## config.mk

```make
export PLATFORM = sky130hd
export DESIGN_NAME = pc_branch_unit
export DESIGN_NICKNAME = d
export VERILOG_FILES = /design/src/rtl/rv32i_pkg.sv /design/src/rtl/branch_cond.sv /design/src/rtl/pc_branch_unit.sv
export SDC_FILE = /design/constraint.sdc
export NUM_CORES = 1
export LEC_CHECK = 0
export BUFFER_PORTS_ARGS = -buffer_cell sky130_fd_sc_hd__buf_2
export CORE_MARGIN = 4
export CORE_UTILIZATION = 23
export DETAILED_ROUTE_END_ITERATION = 7
export PLACE_DENSITY = 0.52
export SLEW_MARGIN = 0
export SYNTH_ARGS = -nofsm -noshare
export SYNTH_HDL_FRONTEND = slang
export SYNTH_SLANG_ARGS = --single-unit
```

## constraint.sdc

```tcl
create_clock -name clk -period 3.05 [get_ports clk]
set_input_delay 0.61 -clock clk [delete_from_list [all_inputs] [get_ports clk]]
set_output_delay 0.61 -clock clk [all_outputs]
set_load 0.005 [all_outputs]
```

## src/rtl/rv32i_pkg.sv

```systemverilog
// Shared RV32I constants: branch funct3 codes, PC unit states, PC step.
// Imported by the PC/branch unit and its condition decoder.
package rv32i_pkg;

  localparam logic [2:0] F3_BEQ  = 3'b000;
  localparam logic [2:0] F3_BNE  = 3'b001;
  localparam logic [2:0] F3_BLT  = 3'b100;
  localparam logic [2:0] F3_BGE  = 3'b101;
  localparam logic [2:0] F3_BLTU = 3'b110;
  localparam logic [2:0] F3_BGEU = 3'b111;

  localparam logic [31:0] PC_STEP = 32'd4;

  typedef enum logic [1:0] {
    ST_RUN      = 2'd0,
    ST_REDIRECT = 2'd1,
    ST_TRAP     = 2'd2
  } state_e;

endpackage

```

## src/rtl/branch_cond.sv

```systemverilog
// Branch condition decode from funct3 and comparator flags.
// Illegal funct3 codes and an idle comparator never take.
module branch_cond
  import rv32i_pkg::*;
(
  input  logic [2:0] funct3,
  input  logic       BrEq,
  input  logic       BrLT,
  input  logic       work,
  input  logic       is_branch,
  output logic       cond_taken
);

  logic cond;

  always_comb begin
    cond = 1'b0;
    case (funct3)
      F3_BEQ:            cond = BrEq;
      F3_BNE:            cond = !BrEq;
      F3_BLT, F3_BLTU:   cond = BrLT;
      F3_BGE, F3_BGEU:   cond = !BrLT;
      default:           cond = 1'b0;
    endcase
  end

  assign cond_taken = is_branch && work && cond;

endmodule

```

## src/rtl/pc_branch_unit.sv

```systemverilog
// Architectural PC owner: branch resolution, redirect flush, trap.
// PC_BRANCH_STATS_EN enables the branch/taken counters.
module pc_branch_unit
  import rv32i_pkg::*;
#(
  parameter logic [31:0] RESET_PC = 32'h0000_0000
) (
  input  logic        clk,
  input  logic        rst,
  input  logic        instr_valid,
  input  logic        fetch_ready,
  input  logic        is_branch,
  input  logic        is_jal,
  input  logic        is_jalr,
  input  logic [2:0]  funct3,
  input  logic        BrEq,
  input  logic        BrLT,
  input  logic        work,
  input  logic [31:0] imm,
  input  logic [31:0] jalr_target,
  output logic [31:0] pc,
  output logic        pc_valid,
  output logic        taken,
  output logic        flush,
  output logic        trap,
  output logic [31:0] trap_pc,
  output logic [31:0] br_count,
  output logic [31:0] br_taken_count
);

  state_e      state_q;
  logic [31:0] pc_q;
  logic [31:0] trap_pc_q;
  logic        taken_q;
  logic        trap_q;

  logic        cond_taken;
  logic        accept;
  logic        redirect;
  logic [31:0] target;

  branch_cond u_cond (
    .funct3     (funct3),
    .BrEq       (BrEq),
    .BrLT       (BrLT),
    .work       (work),
    .is_branch  (is_branch),
    .cond_taken (cond_taken)
  );

  assign accept   = (state_q == ST_RUN) && instr_valid && fetch_ready;
  assign redirect = is_jalr || is_jal || cond_taken;

  always_comb begin
    target = pc_q + PC_STEP;
    if (is_jalr)
      target = jalr_target & ~32'h1;
    else if (is_jal || cond_taken)
      target = pc_q + imm;
  end

  always_ff @(posedge clk) begin
    if (rst) begin
      state_q   <= ST_RUN;
      pc_q      <= RESET_PC;
      taken_q   <= 1'b0;
      trap_q    <= 1'b0;
      trap_pc_q <= 32'h0;
    end else begin
      case (state_q)
        ST_RUN: begin
          if (accept) begin
            if (!redirect) begin
              pc_q    <= pc_q + PC_STEP;
              taken_q <= 1'b0;
            end else if (target[1:0] == 2'b00) begin
              pc_q    <= target;
              taken_q <= 1'b1;
              state_q <= ST_REDIRECT;
            end else begin
              trap_pc_q <= pc_q;
              trap_q    <= 1'b1;
              state_q   <= ST_TRAP;
            end
          end
        end
        ST_REDIRECT: state_q <= ST_RUN;
        default:     state_q <= ST_TRAP;
      endcase
    end
  end

`ifdef PC_BRANCH_STATS_EN
  logic [31:0] br_cnt_q;
  logic [31:0] br_tk_q;
  logic        br_acc;

  // jal/jalr win over is_branch, so they are excluded from the stats
  assign br_acc = accept && is_branch && work && !is_jal && !is_jalr;

  always_ff @(posedge clk) begin
    if (rst) begin
      br_cnt_q <= 32'h0;
      br_tk_q  <= 32'h0;
    end else if (br_acc) begin
      br_cnt_q <= br_cnt_q + 32'd1;
      if (cond_taken)
        br_tk_q <= br_tk_q + 32'd1;
    end
  end

  assign br_count       = br_cnt_q;
  assign br_taken_count = br_tk_q;
`else
  assign br_count       = 32'h0;
  assign br_taken_count = 32'h0;
`endif

  assign pc       = pc_q;
  assign pc_valid = (state_q == ST_RUN) && !rst;
  assign taken    = taken_q;
  assign flush    = (state_q == ST_REDIRECT);
  assign trap     = trap_q;
  assign trap_pc  = trap_pc_q;

endmodule

```

# Yosys cells after proc, flatten, opt, wreduce, memory -nomap -nowiden
# Cells that the tools add are included.
# totals
reg_bits	68
in_bits	77
output_inout_bits	132
word_cells	47
# op_classes
n_addsub	2
eq_ne	9
n_mux	11
n_bitwise	1
n_reduce_logical	19
# op_table
op	count
$mux 32	4
$add 32x3->32 const B	1
$add 32x32->32	1
$eq 3x3->1 const B	4
$mux 2	3
$logic_and 1x1->1	5
$logic_not 2->1	2
$ne 2x2->1 const B	2
$pmux 1 s4	1
$pmux 2 s2	1
$reduce_and 4->1	1
$reduce_or 2->1	2
$eq 3x1->1 const B	1
$logic_not 1->1	3
$logic_not 3->1	1
$logic_or 1x1->1	3
$reduce_and 3->1	1
$eq 2x1->1 const B	1
$mux 1	2
$ne 2x1->1 const B	1
$reduce_and 2->1	1
$not 1->1	1

# Logic depth before layout (Yosys ltp)
# Gate-level depths: netlist of the first run.
# depth
ltp_word	12
mapped_depth	11
depth_no_buf	11

# Hierarchy
# Synthesis of the first run repeated with hierarchy kept, for this count alone.
# unflattened
cells_unflattened	787
area_unflattened_um2	5781.8
# modules_own_cells
module	n_inst	cells_per_inst	area_per_inst_um2	seq_area_each_um2
pc_branch_unit	1	780	5734.2	1361.3
branch_cond	1	7	47.5	0.0

# Worst setup path after synthesis of the first run
# OpenSTA, ideal clock, no wires.
# synth_path
kind	input to register
startpoint	in imm[0]
endpoint	reg pc_q[28], in the netlist pc[28]
setup_ns	0.125
t_arrival_ns	3.079
t_required_ns	2.925
setup_slack_ns	-0.154
cell_stages	10
path_buffers	0
path_cell_list	ha_1 -> fa_1 -> a21o_1 -> a221o_2 -> a21oi_4 -> nor4_2 -> or4_4 -> o311ai_4 -> o31ai_1 -> o41a_1
# synth_via
elab_chain_cells	6
word_cells_on_any_way	8
classes_between	1 x add/sub; 1 x eq/ne; 4 x mux; 2 x reduce/logical
# synth_lines
item	line_no	source
start, declared	pc_branch_unit.sv:19	input logic [31:0] imm,
$add 32x32->32 *	pc_branch_unit.sv:59	target = pc_q + imm;
$mux 32 *	pc_branch_unit.sv:58	else if (is_jal || cond_taken)
$mux 32 *	pc_branch_unit.sv:56	if (is_jalr)
$logic_not 2->1	pc_branch_unit.sv:76	end else if (target[1:0] == 2'b00) begin
$ne 2x1->1 (no source line)	--	
$reduce_and 3->1 (no source line)	--	
end signal, assigned	pc_branch_unit.sv:74	pc_q <= pc_q + PC_STEP;
end signal, assigned	pc_branch_unit.sv:77	pc_q <= target;
end, declared	pc_branch_unit.sv:32	logic [31:0] pc_q;
# Every way passes the cells marked *; elsewhere a longest branch is shown, timed or not. The select of a mux whose other input is x is not followed.
# A chain may end at the register's enable or synchronous reset.

# Final worst setup path of the first run
# layout_path
startpoint	in imm[0]
endpoint	reg pc_q[30], in the netlist pc[30]
# The elaborated chain is that of the path after synthesis.

==> flow_metrics.env, run 1 <==
export IMPL_vias=6070
export IMPL_insertion_delay_ns=0.34
export IMPL_overflow=0
export IMPL_clk_pin_slew_ns=0.06
export IMPL_wl_per_cell_um=17.11
export IMPL_dp_hpwl_um=17530
export IMPL_powerDensity_nw_per_um2=376.7
export IMPL_drcViolationCount=0
export IMPL_worstMarginPinSlew_ns=0.5392
export IMPL_initial_core_util_pct=23.61
export IMPL_status="finished, final reports clean"
export IMPL_ys_flop_type="dfxtp_1"
export IMPL_required_ns=3.26
export IMPL_drv_slew=0
export IMPL_synth_top_family_by_area="compound AO/OA/AOI/OAI gates"
export IMPL_ys_seq_area_share_pct=24.27
export IMPL_whs_ns=0.4495
export IMPL_finalWirelength_um=22070
export IMPL_fmax_ghz=0.3389
export IMPL_yosysWarnings=0
export IMPL_layout_common_cells="buf_2 (143), nand2_1 (115), a21oi_1 (87)"
export IMPL_drt_iter0_markers=450
export IMPL_rows=56
export IMPL_maxCapViolCount=0
export IMPL_hp_class="reg -> reg"
export IMPL_nets=1076
export IMPL_drt_pass1_iterations=5
export IMPL_end_kind="flop"
export IMPL_syn_area_um2=5608
export IMPL_grt_first_pass_wirelength_um=32650
export IMPL_place_congestion=0.8659
export IMPL_h_tree_depth=3
export IMPL_r2r_cells=11
export IMPL_fp_dieArea_um2=26940
export IMPL_crit_fanout=4
export IMPL_die_h_um=164.1
export IMPL_dpl_cell_area_um2=6998
export IMPL_portBuffers=143
export IMPL_synth_adder_area_share_pct=7.497
export IMPL_fin_crit_sh_pct=96.76
export IMPL_finalSetupViolations=0
export IMPL_ctsRootBufferMaster="clkbuf_16"
export IMPL_grt_max_degree=54
export IMPL_startpoint_type="primary input"
export IMPL_async_flop_share_pct=0
export IMPL_fin_tns_setup_ns=0
export IMPL_cts_sinks=68
export IMPL_numCtsBuffers=9
export IMPL_final_antenna_net_count=0
export IMPL_synth_area_leaders="dfxtp_1 (24%), buf_4 (9.2%), a21oi_1 (7.8%), nand2_1 (7.7%), ha_1 (7.1%)"
export IMPL_antenna_found_initial=0
export IMPL_core_region_area_um2=23750
export IMPL_yosys_area_share_simple_pct=22.11
export IMPL_synthCells=770
export IMPL_synth_top_area_share_pct=24.27
export IMPL_period_needed_ns=2.951
export IMPL_globalRouteTotalUtil_pct=15.75
export IMPL_drive_above_1_share_pct=27.29
export IMPL_rsz0062_at_grt="no"
export IMPL_avgSynthCellArea_um2=7.283
export IMPL_synth_cell_types=70
export IMPL_cts_tree="yes"
export IMPL_die_x_um=164.1
export IMPL_area_growth_pct=30.39
export IMPL_synth_compound_area_share_pct=27.02
export IMPL_worstSetupPathType="in -> reg"
export IMPL_slew_headroom_pct=64.05
export IMPL_finalInstanceArea_um2=7312
export IMPL_grt_pass1_vias=5610
export IMPL_synth_edf_count=0
export IMPL_utilization_pct=30.78
export IMPL_synth_top_area_cell="dfxtp_1"
export IMPL_synth_seq_cells=68
export IMPL_cts_hold_buf=0
export IMPL_synth_xor_area_share_pct=5.779
export IMPL_arrival_ns=3.16
export IMPL_diodes=0
export IMPL_synthMuxAreaShare_pct=0.3570
export IMPL_finClkSkew_ns=0.006377
export IMPL_ios=209
export IMPL_cts_path_max_buffers=2
export IMPL_hold_viol=0
export IMPL_leakagePower_nw=3.303
export IMPL_final_common_cell="buf_2"
export IMPL_vdd_drop_max_v=0.0002632
export IMPL_nFillCells=2614
export IMPL_whs_path_depth=2
export IMPL_viasPerCell=4.705
## synthesized netlist by cell type, types with 3 or more instances
library cell / instances
o31ai_1: 3
nor3b_1: 3
a211o_1: 3
a311oi_1: 3
a41o_1: 3
xor2_1: 16
nor2b_1: 6
xnor2_1: 21
a21oi_1: 87
and3_1: 8
a21o_1: 10
a211oi_1: 16
nand3_1: 20
o211ai_1: 12
clkbuf_1: 33
nand3b_1: 4
nand2_1: 115
a31oi_1: 10
o21bai_1: 4
o21ai_1: 8
or3_1: 5
nor4_1: 4
o22ai_1: 5
nand4_1: 10
o21a_1: 3
nor3_1: 18
buf_2: 4
nor2_1: 61
o21ai_0: 34
a22oi_1: 4
a221oi_1: 4
inv_1: 12
ha_1: 32
dfxtp_1: 68
and2_1: 5
nand2b_1: 4
buf_4: 69
o32ai_1: 3
## registers in the layout (all words and copies together), names as in the netlist
name	count
trap_pc	32
trap	1
state_q	2
taken	1
pc	32
## layer usage
| layer | track usage [%] | vias up | share of wire [%] |
|---|---|---|---|
| met4 | 4.918 | 0 | 1.9 |
| met1 | 22.36 | 2773 | 46 |
| met2 | 24.49 | 239 | 44 |
| met3 | 2.384 | 21 | 7.4 |
| li1 | - | 3037 | - |
| met5 | 0 | - | 0 |
## kinds of logic (layout without fill, tap and decap cells)
kind of cell	Yosys count	after routing
simple gates	272	272
buf+inv	122	260
other cells	1	64
flops	68	68
fa+ha+maj	33	33
compound gates	235	235
mux	2	2
xor+xnor	37	37
## final cells by class
type                            instances  area, µm²  area share [%]
Clock buffer                           10      229.0           3.131
Clock inverter                          6      65.06          0.8898
Inverter                               14      52.55          0.7187
Multi-Input combinational cell        643       3799           51.95
Sequential cell                        68       1361           18.62
Tap cell                              319      399.1           5.459
Timing Repair Buffer                  230       1406           19.23
## critical path, stage by stage
cell and delay, ns:
buf_2 0.11, ha_4 0.16, fa_2 0.34, a21o_1 0.21, a221o_2 0.39, a21oi_4 0.26, o31a_1 0.18, nor2_1 0.06
or3_1 0.36, a31oi_2 0.19, xor2_1 0.18, o32ai_1 0.09
## what timing repair did
action	in CTS	in global routing
setup buffers	0	1
resized for setup	0	3
setup endpoints to repair	0	5
## metrics by stage
stage / instances / setup WS [ns] / total power [W]
CTS: 1289 / 0.03234 / 0.002790
global placement: 1273 / -0.2889 / 0.001704
finish: 1290 / 0.09888 / 0.002754
detailed placement: 1273 / -0.3168 / 0.001703
global route: 1290 / 0.006031 / 0.002909
floorplan: 833 / 0.02277 / 0.001446
## path summary, 6_finish.rpt
path | startpoint | to | slack (ns)
worst max-delay path | imm[0] | pc[30] | 0.1
worst min-delay path | trap_pc[8] | trap_pc[8] | 0.45
worst max register to register | pc[0] | pc[30] | 0.12
worst min register to register | trap_pc[8] | trap_pc[8] | 0.45
## power by group
part	internal (W)	switching [W]	leakage, nW
Sequential	0.000916	0.0000261	0.551
Combinational	0.000314	0.000434	2.61
Clock	0.000634	0.000429	0.142
Power figures use the tool's default switching activity.
==> run 2: changes to the inputs <==
- SYNTH_HIERARCHICAL: default -> 1
==> run 2 against run 1 <==
Net effect: clock skew increased by 0.0025 ns; flip-flop and latch count unchanged; final cell count increased by 0.54%; via count increased by 3.9%; synthesized cell count increased by 2.2%; clock power increased by 8%; first-iteration DRC count decreased by 16%; global-route usage decreased by 0.26 points; power increased by 1.0%; sequential share of layout area decreased by 0.095 points; critical path type unchanged; highest routed layer unchanged.
==> flow_metrics.env, run 2 <==
export IMPL_status="finished, final reports clean"
export IMPL_ios=209
export IMPL_rsz0062_at_grt="no"
export IMPL_drt_pass1_iterations=5
export IMPL_synthCells=787
export IMPL_dpl_cell_area_um2=7043
export IMPL_nFillCells=2765
export IMPL_vdd_drop_max_v=0.0002384
export IMPL_area_growth_pct=27.12
export IMPL_globalRouteTotalUtil_pct=15.49
export IMPL_fp_dieArea_um2=27740
export IMPL_portBuffers=143
export IMPL_critPathSlowestCell="or4_1"
export IMPL_rows=57
export IMPL_cts_sinks=68
export IMPL_layout_common_cells="buf_2 (143), nand2_1 (111), a21oi_1 (81)"
export IMPL_diodes=0
export IMPL_h_tree_depth=3
export IMPL_cts_hold_buf=0
export IMPL_core_region_area_um2=24530
export IMPL_syn_area_um2=5782
export IMPL_synth_top_family_by_area="compound AO/OA/AOI/OAI gates"
export IMPL_ctsResizeCount=0
export IMPL_worstSetupPathType="in -> reg"
export IMPL_hold_viol=0
export IMPL_drive_above_1_share_pct=25.18
export IMPL_die_h_um=166.6
export IMPL_synth_compound_area_share_pct=29.82
export IMPL_crit_fanout=4
export IMPL_synth_area_leaders="dfxtp_1 (24%), buf_4 (8.4%), nand2_1 (7.2%), a21oi_1 (7.0%), ha_1 (6.9%)"
export IMPL_wl_met1_um=10560
export IMPL_nets=1079
export IMPL_period_needed_ns=2.810
export IMPL_overflow=0
export IMPL_final_common_cell="buf_2"
export IMPL_required_ns=3.33
export IMPL_ys_flop_type="dfxtp_1"
export IMPL_drcViolationCount=0
export IMPL_finalWirelength_um=22700
export IMPL_die_x_um=166.6
export IMPL_post_cts_setup_buffer_count=0
export IMPL_synth_cell_types=72
export IMPL_ys_seq_area_share_pct=23.54
export IMPL_async_flop_share_pct=0
export IMPL_wl_met2_um=10070
export IMPL_grt_pass1_vias=5995
export IMPL_leakagePower_nw=3.371
export IMPL_wl_per_cell_um=17.50
export IMPL_synth_xor_area_share_pct=4.393
export IMPL_synth_top_area_cell="dfxtp_1"
export IMPL_drt_iter0_markers=376
export IMPL_cts_path_max_buffers=2
export IMPL_comb_power_share_pct=24.8
export IMPL_dp_hpwl_um=18070
export IMPL_powerDensity_nw_per_um2=378.6
export IMPL_yosysMostFrequentCell="nand2_1"
export IMPL_initial_core_util_pct=23.57
export IMPL_synth_adder_area_share_pct=7.271
export IMPL_synthMuxAreaShare_pct=0.6925
export IMPL_critPathMaxStageDelay_ns=0.47
export IMPL_power_switching_w=0.0008744
export IMPL_fin_tns_setup_ns=0
export IMPL_finalInstanceArea_um2=7350
export IMPL_final_antenna_net_count=0
export IMPL_insertion_delay_ns=0.34
export IMPL_synth_top_area_share_pct=23.54
export IMPL_fmax_ghz=0.3559
export IMPL_yosys_area_share_simple_pct=21.77
export IMPL_clk_pin_slew_ns=0.06
export IMPL_hp_class="reg -> reg"
export IMPL_internal_power_w=0.001908
export IMPL_synth_edf_count=0
export IMPL_vias=6306
export IMPL_dp_cells=1282
export IMPL_slew_headroom_pct=63.60
export IMPL_power_w=0.002782
export IMPL_p_sw_share_pct=31.43
export IMPL_yosysWarnings=6
export IMPL_pre_cts_slack_ns=-0.08235
export IMPL_maxCapViolCount=0
export IMPL_arrival_ns=3.09
export IMPL_avgSynthCellArea_um2=7.347
export IMPL_instances_no_fill=1297
export IMPL_drv_slew=0
export IMPL_grt_first_pass_wirelength_um=34400
export IMPL_ys_top_cells_by_count="nand2_1 (111), a21oi_1 (81), dfxtp_1 (68), o21ai_0 (67), buf_4 (65)"
export IMPL_place_congestion=0.8660
export IMPL_end_kind="flop"
export IMPL_finalSetupViolations=0
export IMPL_ctsRootBufferMaster="clkbuf_16"
export IMPL_finClkSkew_ns=0.008908
export IMPL_cp_cell_sequence="buf_2 > ha_1 > inv_1 > fa_1 > nor2b_1 > o2111ai_1 > a31o_2 > a211oi_1 > buf_4 > o311a_1 > or4_1 > nand3_1"
export IMPL_grt_max_degree=42
export IMPL_synth_seq_cells=68
export IMPL_numCtsBuffers=9
export IMPL_highest_layer="met4"
export IMPL_viasPerCell=4.862
export IMPL_fin_crit_sh_pct=92.12
export IMPL_startpoint_type="primary input"
export IMPL_seq_power_share_pct=34.3
export IMPL_wl_met3_um=1666
export IMPL_antenna_found_initial=0
export IMPL_worstMarginPinSlew_ns=0.5419
export IMPL_fin_ws_ns=0.2405
export IMPL_cts_tree="yes"
export IMPL_pwr_share_clk_pct=40.9
## run 2: power groups by stage
stage | clock network (W) | registers (W) | logic (W)
floorplan | 0 | 0.000972 | 0.000450
global placement | 0 | 0.000974 | 0.000684
detailed placement | 0 | 0.000974 | 0.000687
CTS | 0.00116 | 0.000954 | 0.000691
global route | 0.00118 | 0.000959 | 0.000765
finish | 0.00114 | 0.000954 | 0.000691
## run 2: cell type report
cell class / count / area (µm²) / share of cell area, %
multi-input combinational: 660 / 3955 / 53.81
clock inverter: 5 / 77.57 / 1.055
timing repair buffer: 214 / 1261 / 17.16
clock buffer: 10 / 229.0 / 3.115
inverter: 16 / 60.06 / 0.8172
tap: 324 / 405.4 / 5.516
sequential: 68 / 1361 / 18.52
## run 2: kinds of logic after synthesis
| group | Yosys count |
|---|---|
| adder cells (fa/ha/maj) | 33 |
| buffers and inverters | 122 |
| flip-flops | 68 |
| AND/OR/NAND/NOR | 260 |
| multiplexers | 4 |
| XOR/XNOR | 29 |
| other | 1 |
| AO/OA/AOI/OAI | 270 |
## run 2: final timing paths
check / startpoint / endpoint / slack [ns] / cells past startpoint
worst min register to register: trap_pc[26] / trap_pc[26] / 0.45 / 2
worst max register to register: pc[0] / pc[22] / 0.28 / 11
worst max-delay path: imm[0] / pc[30] / 0.24 / 12
worst min-delay path: trap_pc[26] / trap_pc[26] / 0.45 / 2
## run 2: metal layers
| layer | global-route usage, % | vias up |
|---|---|---|
| li1 | - | 3109 |
| met1 | 21.23 | 2933 |
| met2 | 24.60 | 234 |
| met3 | 3.461 | 30 |
| met4 | 4.233 | 0 |
| met5 | 0 | - |
## run 2: critical path, delay by kind of cell
family / cells / cell delay [ns]
AO/OA/AOI/OAI: 4 / 1.09
buffers and inverters: 3 / 0.33
AND/OR/NAND/NOR: 3 / 0.64
adder cells (fa/ha/maj): 2 / 0.43
## run 2: metrics by stage
stage | util, % | hold WS, ns
after global placement | 28.71 | 0.4408
after detailed placement | 28.71 | 0.4440
final | 29.96 | 0.4497
after floorplan | - | 0.4527
after global routing | 29.96 | 0.4680
after CTS | 29.96 | 0.4521
==> run 3: changes to the inputs <==
- CORE_MARGIN: 4 -> 2
- RECOVER_POWER: default -> 50
==> run 3 against run 2 <==
Net effect: worst setup slack gained 0.074 ns; maximum frequency is 2.7% higher; via count rose by 1.1%; critical path depth stayed put; sequential power about the same; clock power increased by 4%; highest routed layer unchanged; sequential share of layout area up 0.24 points.
==> flow_metrics.env, run 3 (synthesized netlist as in run 2, its figures left out) <==
export IMPL_wl_met2_um=10020
export IMPL_rsz0062_at_grt="no"
export IMPL_layout_common_cells="nand2_1 (111), buf_2 (108), a21oi_1 (81)"
export IMPL_drive_above_1_share_pct=20.12
export IMPL_antenna_found_initial=0
export IMPL_crit_start="imm[0]"
export IMPL_nFillCells=2813
export IMPL_finalSetupViolations=0
export IMPL_h_tree_depth=3
export IMPL_grt_first_pass_wirelength_um=33730
export IMPL_vias=6376
export IMPL_drcViolationCount=0
export IMPL_portBuffers=143
export IMPL_initial_core_util_pct=23.16
export IMPL_numCtsBuffers=9
export IMPL_wl_met1_um=10390
export IMPL_required_ns=3.33
export IMPL_die_x_um=162.6
export IMPL_ctsRootBufferMaster="clkbuf_16"
export IMPL_grt_pass1_vias=5969
export IMPL_startpoint_type="primary input"
export IMPL_insertion_delay_ns=0.35
export IMPL_cts_tree="yes"
export IMPL_powerDensity_nw_per_um2=387.5
export IMPL_hp_class="reg -> reg"
export IMPL_clk_pin_slew_ns=0.06
export IMPL_rows=58
export IMPL_ios=209
export IMPL_maxCapViolCount=0
export IMPL_period_needed_ns=2.736
export IMPL_final_common_cell="nand2_1"
export IMPL_die_h_um=162.6
export IMPL_crit_fanout=4
export IMPL_power_w=0.002812
export IMPL_fp_dieArea_um2=26420
export IMPL_arrival_ns=3.02
export IMPL_rr_startpoint="pc[2]"
export IMPL_overflow=0
export IMPL_final_antenna_net_count=0
export IMPL_cts_path_max_buffers=2
export IMPL_fin_crit_sh_pct=89.70
export IMPL_drt_iter0_markers=417
export IMPL_end_kind="flop"
export IMPL_grt_max_degree=40
export IMPL_dp_hpwl_um=17670
export IMPL_ctsResizeCount=0
export IMPL_fmax_ghz=0.3655
export IMPL_dpl_cell_area_um2=7038
export IMPL_vdd_drop_max_v=0.0002765
export IMPL_finClkSkew_ns=0.007916
export IMPL_hp_start="trap_pc[29]"
export IMPL_finalInstanceArea_um2=7257
export IMPL_p_sw_share_pct=31.53
export IMPL_drt_pass1_iterations=5
export IMPL_comb_power_share_pct=24.2
export IMPL_internal_power_w=0.001925
export IMPL_highest_layer="met4"
export IMPL_cts_hold_buf=0
export IMPL_place_congestion=0.8931
export IMPL_leakagePower_nw=3.157
export IMPL_viasPerCell=4.890
export IMPL_nets=1079
export IMPL_power_switching_w=0.0008867
export IMPL_drv_slew=0
export IMPL_wl_met3_um=1583
export IMPL_cts_sinks=68
export IMPL_diodes=0
export IMPL_worstSetupPathType="in -> reg"
export IMPL_fin_tns_setup_ns=0
export IMPL_status="finished, final reports clean"
export IMPL_seq_power_share_pct=34.0
export IMPL_finalWirelength_um=22320
export IMPL_core_region_area_um2=24960
export IMPL_hold_viol=0
export IMPL_wl_per_cell_um=17.11
export IMPL_globalRouteTotalUtil_pct=16.60
export IMPL_pwr_share_clk_pct=41.8
export IMPL_area_growth_pct=25.51
export IMPL_post_cts_setup_buffer_count=0
run 3: changes by cell type in the layout (fill, tap and decap cells not counted):
cell      change
clkbuf_1     +50
buf_2        -35
buf_4        -16
buf_12        -1
clkbuf_2      +1
clkbuf_8      +1
inv_6         +1
run 3: cell type report:
class | count | area (µm²) | area share (%)
Sequential cell | 68 | 1361 | 18.76
Tap cell | 330 | 412.9 | 5.690
Inverter | 16 | 60.06 | 0.8276
Timing Repair Buffer | 214 | 1142 | 15.74
Multi-Input combinational cell | 660 | 3955 | 54.50
Clock inverter | 6 | 86.33 | 1.190
Clock buffer | 10 | 239.0 | 3.293
run 3: power by group through the flow:
stage,logic [W],registers (W),clock network [W]
final,0.000680,0.000956,0.00118
after global placement,0.000681,0.000976,0
after floorplan,0.000450,0.000972,0
after detailed placement,0.000683,0.000976,0
after global routing,0.000752,0.000960,0.00124
after CTS,0.000687,0.000956,0.00121
run 3: worst paths after layout:
| path | end | slack (ns) | depth (start not counted) |
|---|---|---|---|
| worst max-delay path | pc[30] | 0.31 | 12 |
| worst min-delay path | trap_pc[29] | 0.45 | 2 |
| worst max register to register | pc[30] | 0.37 | 9 |
| worst min register to register | trap_pc[29] | 0.45 | 2 |
run 3: per-stage QoR:
| stage | util, % | std cells | hold WS, ns | setup slack (ns) |
|---|---|---|---|---|
| final | 29.07 | 1304 | 0.4490 | 0.3143 |
| after global routing | 29.07 | 1304 | 0.4711 | 0.1970 |
| after CTS | 29.50 | 1304 | 0.4513 | 0.3130 |
| after detailed placement | 28.19 | 1288 | 0.4435 | -0.04538 |
| after global placement | 28.19 | 1288 | 0.4390 | -0.03183 |
| after floorplan | - | 850 | 0.4527 | 0.2344 |
run 3: layer usage:
metal / up-vias / GRT usage, %
li1: 3120 / -
met1: 2990 / 22.95
met2: 248 / 26.29
met3: 18 / 2.954
met4: 0 / 5.109
met5: - / 0
run 3: worst max-delay path: stages:
cell and delay, ns:
buf_2 0.11, ha_1 0.20, inv_1 0.06, fa_1 0.19, nor2b_1 0.07, o2111ai_1 0.36
a31o_2 0.25, a211oi_1 0.08, buf_4 0.15, o311a_1 0.36, or4_1 0.48, nand3_1 0.10
